--- src/rtl/timestamp_hdr_insert.sv ---
// -----------------------------------------------------------------------------
// timestamp_hdr_insert
//
// Purpose:
//   Sits between the timestamping input arbiter and the output port lookup.
//   Each packet from the arbiter gets one extra module-header word prepended:
//   {TS_CTRL, arrival timestamp}. Timestamps are queued in their own FIFO and
//   paired with packets in arrival order. A packet with no pending timestamp
//   either passes through unchanged (STAMP_MISSING=0) or gets an all-zero
//   timestamp word (STAMP_MISSING=1).
//
// Ports:
//   clk, reset          - single clock, synchronous active-high reset
//   in_data/in_ctrl     - packet word and ctrl from the arbiter
//   in_wr / in_rdy      - input word strobe / room in the word FIFO
//   in_timestamp        - 64-bit arrival time
//   in_timestamp_valid  - one-cycle pulse that queues in_timestamp
//   out_data/out_ctrl   - registered word to the next stage
//   out_wr / out_rdy    - registered output strobe / downstream ready
//   stamped_pkts        - wrapping count of packets given a timestamp word
//   ts_overflow         - sticky, a timestamp was dropped on a full TS FIFO
// -----------------------------------------------------------------------------
module timestamp_hdr_insert #(
  parameter int                    DATA_WIDTH         = 64,
  parameter int                    CTRL_WIDTH         = DATA_WIDTH / 8,
  parameter logic [CTRL_WIDTH-1:0] TS_CTRL            = 8'hEE,
  parameter int                    TS_FIFO_DEPTH_BITS = 3,
  parameter bit                    STAMP_MISSING      = 1'b0
) (
  input  logic                  clk,
  input  logic                  reset,
  input  logic [DATA_WIDTH-1:0] in_data,
  input  logic [CTRL_WIDTH-1:0] in_ctrl,
  input  logic                  in_wr,
  output logic                  in_rdy,
  input  logic [63:0]           in_timestamp,
  input  logic                  in_timestamp_valid,
  output logic [DATA_WIDTH-1:0] out_data,
  output logic [CTRL_WIDTH-1:0] out_ctrl,
  output logic                  out_wr,
  input  logic                  out_rdy,
  output logic [31:0]           stamped_pkts,
  output logic                  ts_overflow
);

  localparam int                            WF_W        = DATA_WIDTH + CTRL_WIDTH;
  localparam int                            TS_DEPTH    = 1 << TS_FIFO_DEPTH_BITS;
  localparam logic [TS_FIFO_DEPTH_BITS:0]   TS_FULL_CNT = {1'b1, {TS_FIFO_DEPTH_BITS{1'b0}}};
  localparam logic [TS_FIFO_DEPTH_BITS-1:0] TS_PTR_ONE  = 1;

  typedef enum logic [1:0] {S_IDLE, S_HDR, S_PAYLOAD} state_t;

  // ---------------------------------------------------------------------------
  // Stage p0: word FIFO (4 deep) and timestamp FIFO, fall-through heads
  // ---------------------------------------------------------------------------
  logic [WF_W-1:0]               r_wf_mem [4];
  logic [1:0]                    r_wf_wptr, r_wf_rptr;
  logic [2:0]                    r_wf_cnt;
  logic [63:0]                   r_ts_mem [TS_DEPTH];
  logic [TS_FIFO_DEPTH_BITS-1:0] r_ts_wptr, r_ts_rptr;
  logic [TS_FIFO_DEPTH_BITS:0]   r_ts_cnt;

  logic                  w_wf_push, w_wf_pop, w_wf_nempty;
  logic                  w_ts_push, w_ts_pop, w_ts_nempty, w_ts_drop;
  logic [WF_W-1:0]       w_wf_head;
  logic [CTRL_WIDTH-1:0] w_head_ctrl;
  logic [DATA_WIDTH-1:0] w_head_data;

  assign w_wf_nempty = (r_wf_cnt != 3'd0);
  assign w_ts_nempty = (r_ts_cnt != '0);
  // A write into a full FIFO is still accepted when a pop frees a slot.
  assign w_wf_push   = in_wr && ((r_wf_cnt != 3'd4) || w_wf_pop);
  assign w_ts_push   = in_timestamp_valid && ((r_ts_cnt != TS_FULL_CNT) || w_ts_pop);
  assign w_ts_drop   = in_timestamp_valid && (r_ts_cnt == TS_FULL_CNT) && !w_ts_pop;
  // Nearly full at 3 of 4 leaves one slot for a word already in flight.
  assign in_rdy      = (r_wf_cnt < 3'd3);
  assign w_wf_head   = r_wf_mem[r_wf_rptr];
  assign w_head_ctrl = w_wf_head[WF_W-1 -: CTRL_WIDTH];
  assign w_head_data = w_wf_head[DATA_WIDTH-1:0];

  always_ff @(posedge clk) begin
    if (w_wf_push) r_wf_mem[r_wf_wptr] <= {in_ctrl, in_data};
    if (w_ts_push) r_ts_mem[r_ts_wptr] <= in_timestamp;
  end

  always_ff @(posedge clk) begin
    if (reset) begin
      r_wf_wptr <= '0;
      r_wf_rptr <= '0;
      r_wf_cnt  <= '0;
      r_ts_wptr <= '0;
      r_ts_rptr <= '0;
      r_ts_cnt  <= '0;
    end else begin
      if (w_wf_push) r_wf_wptr <= r_wf_wptr + 2'd1;
      if (w_wf_pop)  r_wf_rptr <= r_wf_rptr + 2'd1;
      r_wf_cnt <= r_wf_cnt + {2'b00, w_wf_push} - {2'b00, w_wf_pop};
      if (w_ts_push) r_ts_wptr <= r_ts_wptr + TS_PTR_ONE;
      if (w_ts_pop)  r_ts_rptr <= r_ts_rptr + TS_PTR_ONE;
      r_ts_cnt <= r_ts_cnt + {{TS_FIFO_DEPTH_BITS{1'b0}}, w_ts_push}
                           - {{TS_FIFO_DEPTH_BITS{1'b0}}, w_ts_pop};
    end
  end

  // ---------------------------------------------------------------------------
  // Stage p0 -> p1: framing FSM selects the next output word
  // ---------------------------------------------------------------------------
  state_t                r_state, w_state_next;
  logic                  w_out_wr_next, w_stamp;
  logic [CTRL_WIDTH-1:0] w_out_ctrl_next;
  logic [DATA_WIDTH-1:0] w_out_data_next;

  always_comb begin
    w_state_next    = r_state;
    w_wf_pop        = 1'b0;
    w_ts_pop        = 1'b0;
    w_stamp         = 1'b0;
    w_out_wr_next   = 1'b0;
    w_out_ctrl_next = '0;
    w_out_data_next = '0;
    if (w_wf_nempty && out_rdy) begin
      case (r_state)
        S_IDLE: begin
          // The packet's first word stays queued; only the stamp goes out.
          w_state_next = S_HDR;
          if (w_ts_nempty) begin
            w_ts_pop        = 1'b1;
            w_stamp         = 1'b1;
            w_out_wr_next   = 1'b1;
            w_out_ctrl_next = TS_CTRL;
            w_out_data_next = r_ts_mem[r_ts_rptr];
          end else if (STAMP_MISSING) begin
            w_stamp         = 1'b1;
            w_out_wr_next   = 1'b1;
            w_out_ctrl_next = TS_CTRL;
          end
        end
        S_HDR: begin
          w_wf_pop        = 1'b1;
          w_out_wr_next   = 1'b1;
          w_out_ctrl_next = w_head_ctrl;
          w_out_data_next = w_head_data;
          if (w_head_ctrl == '0) w_state_next = S_PAYLOAD;
        end
        S_PAYLOAD: begin
          w_wf_pop        = 1'b1;
          w_out_wr_next   = 1'b1;
          w_out_ctrl_next = w_head_ctrl;
          w_out_data_next = w_head_data;
          // First non-zero ctrl after payload marks end of packet.
          if (w_head_ctrl != '0) w_state_next = S_IDLE;
        end
        default: w_state_next = S_IDLE;
      endcase
    end
  end

  // ---------------------------------------------------------------------------
  // Stage p1: registered output, counter and sticky overflow flag
  // ---------------------------------------------------------------------------
  logic                  r_out_wr;
  logic [CTRL_WIDTH-1:0] r_out_ctrl;
  logic [DATA_WIDTH-1:0] r_out_data;
  logic [31:0]           r_stamped;
  logic                  r_ts_ovf;

  always_ff @(posedge clk) begin
    if (reset) begin
      r_state    <= S_IDLE;
      r_out_wr   <= 1'b0;
      r_out_ctrl <= '0;
      r_out_data <= '0;
      r_stamped  <= '0;
      r_ts_ovf   <= 1'b0;
    end else begin
      r_state  <= w_state_next;
      r_out_wr <= w_out_wr_next;
      if (w_out_wr_next) begin
        r_out_ctrl <= w_out_ctrl_next;
        r_out_data <= w_out_data_next;
      end
      if (w_stamp)   r_stamped <= r_stamped + 32'd1;
      if (w_ts_drop) r_ts_ovf  <= 1'b1;
    end
  end

  assign out_wr       = r_out_wr;
  assign out_ctrl     = r_out_ctrl;
  assign out_data     = r_out_data;
  assign stamped_pkts = r_stamped;
  assign ts_overflow  = r_ts_ovf;

endmodule

--- config.mk ---
export PLATFORM = sky130hd
export DESIGN_NAME = timestamp_hdr_insert
export DESIGN_NICKNAME = d
export VERILOG_FILES = /design/src/rtl/timestamp_hdr_insert.sv
export SDC_FILE = /design/constraint.sdc
export NUM_CORES = 1
export LEC_CHECK = 0
export ABC_AREA = 1
export CAP_MARGIN = 10
export CORE_UTILIZATION = 50
export CTS_CLUSTER_DIAMETER = 60
export CTS_CLUSTER_SIZE = 28
export DETAILED_ROUTE_END_ITERATION = 10
export HOLD_SLACK_MARGIN = 0.05
export PLACE_DENSITY = 0.73
export SLEW_MARGIN = 20
export SYNTH_ARGS = -nofsm -noshare
export SYNTH_HDL_FRONTEND = slang
export SYNTH_SLANG_ARGS = --single-unit
--- constraint.sdc ---
create_clock -name clk -period 5 [get_ports clk]
set_input_delay 1 -clock clk [delete_from_list [all_inputs] [get_ports clk]]
set_output_delay 1 -clock clk [all_outputs]
set_load 0.05 [all_outputs]
# After elaboration in Yosys (flattened, before gate mapping)
# Memories as Yosys holds them, arrays and structs flattened. A register that Yosys moved wholly into a read port is not among the register bits.
# Index checks and enable logic that the tools add are counted.
[word_totals] regBits=125 latch_bits=0 ram_bits=800 romBits=0 inputBits=141 output_inout_bits=107 word_cells=70 mem_count=2
[classes] addsub=9 multipliers=0 div_mod_pow=0 order_cmp=1 n_eq_ne=7 shift=0 n_mux=24 bitwise=0 reduce_logical=15
[memory_table] memory="r_ts_mem" words=8 word_bits=64 rd=1 rd_ports_with_merged_regs=1 write_ports=1 line_no="59" source="logic [63:0] r_ts_mem [TS_DEPTH];"
[memory_table] memory="r_wf_mem" words=4 word_bits=72 rd=1 rd_ports_with_merged_regs=1 write_ports=1 line_no="56" source="logic [WF_W-1:0] r_wf_mem [4];"
[op_table] op="$mux 64" count=2
[op_table] op="$pmux 64 s2" count=1
[op_table] op="$add 32x1->32 const B" count=1
[op_table] op="$mux 8" count=2
[op_table] op="$pmux 8 s2" count=1
[op_table] op="$mux 1" count=10
[op_table] op="$logic_not 8->1" count=1
[op_table] op="$mux 2" count=4
[op_table] op="$reduce_bool 8->1" count=1
[op_table] op="$add 3x1->3 const B" count=2
[op_table] op="$mux 3" count=2
[op_table] op="$pmux 2 s3" count=1
[op_table] op="$logic_and 1x1->1" count=5
[op_table] op="$add 2x1->2 const B" count=2
[op_table] op="$add 4x1->4" count=1
[op_table] op="$eq 4x4->1 const B" count=1
[op_table] op="$ne 2x2->1 const B" count=2
[op_table] op="$ne 4x4->1 const B" count=1
[op_table] op="$reduce_bool 4->1" count=1
[op_table] op="$sub 4x1->4" count=1
[op_table] op="$add 3x1->3" count=1
[op_table] op="$lt 3x2->1 const B" count=1
[op_table] op="$ne 3x3->1 const B" count=1
[op_table] op="$reduce_and 3->1" count=1
[op_table] op="9 further kinds" count=10

# Depth between registers and ports, before layout
[depth] depth_word=8 ltp_mapped=17 ltp_nobuf=16

# Least setup slack after synthesis
# No wires, ideal clock.
[synth_timing] path_type="in2reg" start="input port out_rdy" end="memory r_wf_mem[0][0] (netlist name), enable pin" setup_ns=0.503 t_arrival_ns=4.496 t_required_ns=4.497 setup_slack_ns=0.001 cell_stages=6 n_path_buf=0 cell_sequence="nand2_2 inv_2 nand2_4 nand3_1 nand2_1 nor2_1"
[synth_between] elab_chain_len=6
[synth_lines] element="start, declared" line_no="41" source="input logic out_rdy,"
[synth_lines] element="$logic_and 1x1->1" line_no="121" source="if (w_wf_nempty && out_rdy) begin"
[synth_lines] element="$mux 1" line_no="121"
[synth_lines] element="$logic_or 1x1->1" line_no="72" source="assign w_wf_push = in_wr && ((r_wf_cnt != 3'd4) || w_wf_pop);"
[synth_lines] element="$logic_and 1x1->1" line_no="72"
[synth_lines] element="$mux 1" line_no="82" source="if (w_wf_push) r_wf_mem[r_wf_wptr] <= {in_ctrl, in_data};"
[synth_lines] element="$mux 1 (implied by the code)" line_no="82"
[synth_lines] element="end, declared" line_no="56"
# No other way between the ends.

# Worst setup path after layout
[layout_timing] start="register r_wf_cnt[2]" end="output port in_rdy"
[layout_between] elab_chain_len=1
[layout_lines] element="start, declared" line_no="58" source="logic [2:0] r_wf_cnt;"
[layout_lines] element="start signal, assigned" line_no="97" source="r_wf_cnt <= r_wf_cnt + {2'b00, w_wf_push} - {2'b00, w_wf_pop};"
[layout_lines] element="$lt 3x2->1" line_no="76" source="assign in_rdy = (r_wf_cnt < 3'd3);"
[layout_lines] element="end, declared" line_no="35" source="output logic in_rdy,"
# No other way between the ends.

==> impl_results.md <==
- Pint: 13.3 mW
- FF-to-FF End: r_ts_mem[0][60]$_DFFE_PP_
- Worst setup margin: 1.71 ns
- Max stage delay on crit path: 0.85 ns
- Dominant cell by count in the synthesized netlist: sky130_fd_sc_hd__edfxtp_1
- Full die area: 74100 sq um
- Category of the worst setup path launch point: register
- Buffers plus inverters on the worst setup path: 2
- Routability-driven placement congestion ratio: 0.882
- Length in cells of the worst reg-to-reg path: 11
- Worst setup path class: reg -> out
- Total power of the final layout: 21.3 mW
- Net switching power: 7.97 mW
- Post-place setup slack: 1.25 ns
- Critical path startpoint: r_wf_cnt[2]$_SDFF_PP0_
- Worst clock skew on the final layout: 0.0329 ns
- End-of-flow core utilization: 0.580
- Post-synthesis sequential element count: 930
- Number of hold-slack violations in the final timing report: 0
- Aggregate negative setup slack: 0 ns
- Effective utilization at floorplan: 0.508
- H-Tree Level Count: 2
- Outcome: finished, final reports clean
- Commonest cells in the synthesized netlist: sky130_fd_sc_hd__edfxtp_1 (800), sky130_fd_sc_hd__nor2_1 (446), sky130_fd_sc_hd__nand2_1 (406), sky130_fd_sc_hd__o21ai_0 (293), sky130_fd_sc_hd__nand3_1 (225)
- Number of cells after detailed placement: 4035
- DR vias/cell: 5.87
- Crit-path cells: inv_2 > ha_1 > a21oi_1 > clkdlybuf4s50_1
- Antenna viol nets, final: 0
- Share of Yosys cell area claimed by the top area cell type: 0.658
- I/O pin total: 248
- Width of the chip: 272 um
- Non-filler instance count after layout: 4131
- Number of global-route vias before repair: 23562
- CTS hold repair buffers: 0
- Warnings from Yosys: 0
- Combinational cell fraction of total power: 0.307
- Power Dens Cells: 511 nW/um^2
- Slew headroom: 0.269
- Number of fillers in the final layout: 5622
- Timing-limited maximum frequency: 304 MHz
- Number of buffers added by the clock tree synthesis step: 50
- # resized after CTS: 0
- Largest delay share family, worst path: buffers and inverters
- Total leakage power: 13.7 nW
- TritonCTS clock tree: done
- Worst path depth: 4
- Largest cells by area after synthesis: sky130_fd_sc_hd__edfxtp_1 (66%), sky130_fd_sc_hd__dfxtp_1 (7.1%), sky130_fd_sc_hd__nor2_1 (4.6%), sky130_fd_sc_hd__nand2_1 (4.2%), sky130_fd_sc_hd__o21ai_0 (4.0%)
- Post-CTS clock slew at the launch and capture registers of the worst setup and hold paths: 0.09 ns
- Crit-path slowest cell: sky130_fd_sc_hd__clkdlybuf4s50_1
- Number of port buffers: 247
- Number of buffers on the longest clock path: 3
- Hold Path Stages: 2
- Hpwl dp: 55200 um
- Critical R2R Launch: r_state[0]$_SDFFE_PP0P_
- Required time worst endpoint: 4.00 ns
- First-pass DRT Iterations: 5
- Smallest hold slack: 0.481 ns
- Proportion of synthesized chip area in sequential cells: 0.729
- Number of setup violations in the final report: 0
- Sequential share of power: 0.462
- Buffer type at the clock tree root: sky130_fd_sc_hd__clkbuf_16
- Number of synthesized flops with an enable pin: 800
- Setup slack of the most critical reg-to-reg path: 2.06 ns
- End point of the critical path: in_rdy
- RSZ-0062 raised after global routing: false
- Vias: 24245
- Number of antenna violations at the first check in global routing: 17
- Post-synthesis cell type count: 41
- Largest area contributor in the netlist: sky130_fd_sc_hd__edfxtp_1
- Instance area after placement: 39800 sq um
- Clock latency on the worst-skew pair: 0.64 ns
- GRT Overall Usage: 0.247
- Area delta synth->final: 14.1%
- Highest ir drop seen on vdd: 383 uV
- Number of pins with negative max-slew slack in the final report: 0
- Number of buffers inserted to repair setup after CTS: 0
- Post-Syn Nets: 3156
- Worst-Margin Slew: 1.10 ns
- Final wirelength: 93300 um
- Number of placement rows: 98
- Congestion Overflow GR: 0
- Layout cells sized above 1: 0.0516
- Pin count of the biggest net entering global routing: 194
- Total Nets Final: 3301
- Die boundary height: 272 um
- Post-detailed-route DRC marker count: 0
- Number of instances in the synthesized netlist: 2993
- Maximum fanout count along the critical path: 3
- Final clock period utilization by the worst path: 0.658
- Clock Sinks: 930
- CORE AREA: 71900 sq um
- Global-route wire length before repair: 139000 um
- Capturing element type of the critical path: output pin
- Primary flip-flop cell chosen by synthesis mapping: sky130_fd_sc_hd__edfxtp_1
- Proportion of register bits with asynchronous set or reset after synthesis: 0
- Drt wl/cell: 22.6 um
- CP Data Arrival Time: 2.29 ns
- Tmin final: 3.29 ns
- Proportion of total power due to net switching: 0.375
- Max cap viols: 0
- Mean instance size in the synthesized netlist: 12.2 sq um
- Detailed router's first-iteration violation count: 2587
- HP Class: reg -> reg
- Netlist area before placement: 36500 sq um
- Clk network pwr share: 0.230
- Finished layout cell area: 41700 sq um
how the worst min path moves through the flow:
stage	to	start	slack [ns]
final	register	r_wf_rptr[0]$_SDFFE_PP0P_	0.48
after global routing	register	r_wf_rptr[0]$_SDFFE_PP0P_	0.50
after CTS	register	r_wf_rptr[0]$_SDFFE_PP0P_	0.47
after detailed placement	register	r_wf_rptr[0]$_SDFFE_PP0P_	0.46
after floorplan	register	r_wf_rptr[0]$_SDFFE_PP0P_	0.45
after global placement	register	r_wf_rptr[0]$_SDFFE_PP0P_	0.45
sequential cells by signal (all words and copies together), names as in the netlist, named ones only:
register	count
r_wf_mem	288
r_wf_rptr	2
out_ctrl	8
r_ts_wptr	3
r_ts_cnt	4
out_data	64
r_wf_cnt	3
out_wr	1
r_wf_wptr	2
r_ts_mem	512
ts_overflow	1
stamped_pkts	32
r_ts_rptr	3
r_state	2
power groups by stage:
stage          logic (mW)  clock network (mW)  registers [mW]
6_report             6.54                4.90            9.83
5_1_grt              7.03                5.21            9.90
4_1_cts              6.48                4.96            9.89
3_5_place_dp         6.44                   0            10.1
3_3_place_gp         6.24                   0            10.0
2_1_floorplan        3.48                   0            10.6
kinds of logic (layout without fill, tap and decap cells):
kind of cell,count (synthesis),after routing,share of synthesized area
AOI/OAI and AO/OA,654,654,0.101
xor gates and xnor gates,10,10,0.00240
adders and majority gates,22,22,0.00795
buffers and inverters,253,436,0.0319
DFF,930,930,0.729
other,0,5,0
and+or+nand+nor,1124,1124,0.127
metal layers:
| layer | GRT usage | wire length (um) |
|---|---|---|
| met1 | 0.302 | 34900 |
| met3 | 0.0408 | 7070 |
| met2 | 0.423 | 47000 |
| met4 | 0.123 | 4210 |
| met5 | 0 | 125 |
final cells by class:
| class | count | area (sq um) | area share |
|---|---|---|---|
| flip-flops and latches | 930 | 26600 | 0.640 |
| multi-input cells | 1810 | 8820 | 0.212 |
| repair buffers | 281 | 2940 | 0.0705 |
| clock buffers | 53 | 1270 | 0.0305 |
| well taps | 950 | 1190 | 0.0285 |
| clock inverters | 37 | 536 | 0.0129 |
| inverters | 65 | 251 | 0.00604 |
| diodes | 5 | 12.5 | 0.000300 |
tightest hold or removal path: cells and delay by family, from the launching register on:
family / cells / cell delay, ns
buffers and inverters: 1 / 0.08
flip-flops: 1 / 0.30
AO/OA/AOI/OAI: 1 / 0.07
cells in the final DEF (no fill, tap or decap), types with 3 or more instances in the layout:
cell and count:
sky130_fd_sc_hd__o21ai_0 293, sky130_fd_sc_hd__dfxtp_4 3, sky130_fd_sc_hd__nor2_1 434, sky130_fd_sc_hd__nor3b_1 5
sky130_fd_sc_hd__edfxtp_1 800, sky130_fd_sc_hd__nor3_1 11, sky130_fd_sc_hd__clkdlybuf4s50_1 247, sky130_fd_sc_hd__nor2_2 3
sky130_fd_sc_hd__o211ai_1 128, sky130_fd_sc_hd__nor2_4 16, sky130_fd_sc_hd__nand2_1 406, sky130_fd_sc_hd__clkinv_4 5
sky130_fd_sc_hd__inv_1 56, sky130_fd_sc_hd__a31oi_1 68, sky130_fd_sc_hd__dfxtp_1 125, sky130_fd_sc_hd__inv_6 6
sky130_fd_sc_hd__ha_1 19, sky130_fd_sc_hd__inv_12 4, sky130_fd_sc_hd__diode_2 5, sky130_fd_sc_hd__a21oi_1 108
sky130_fd_sc_hd__o21a_1 6, sky130_fd_sc_hd__nand3_1 225, sky130_fd_sc_hd__buf_4 18, sky130_fd_sc_hd__bufinv_16 4
sky130_fd_sc_hd__clkbuf_16 50, sky130_fd_sc_hd__o21ai_1 49, sky130_fd_sc_hd__nand4_1 10, sky130_fd_sc_hd__buf_12 15
sky130_fd_sc_hd__nand2_2 4, sky130_fd_sc_hd__inv_2 7, sky130_fd_sc_hd__xor2_1 6, sky130_fd_sc_hd__xnor2_1 4
sky130_fd_sc_hd__clkinv_8 11
(Power assumes the default switching activity.)
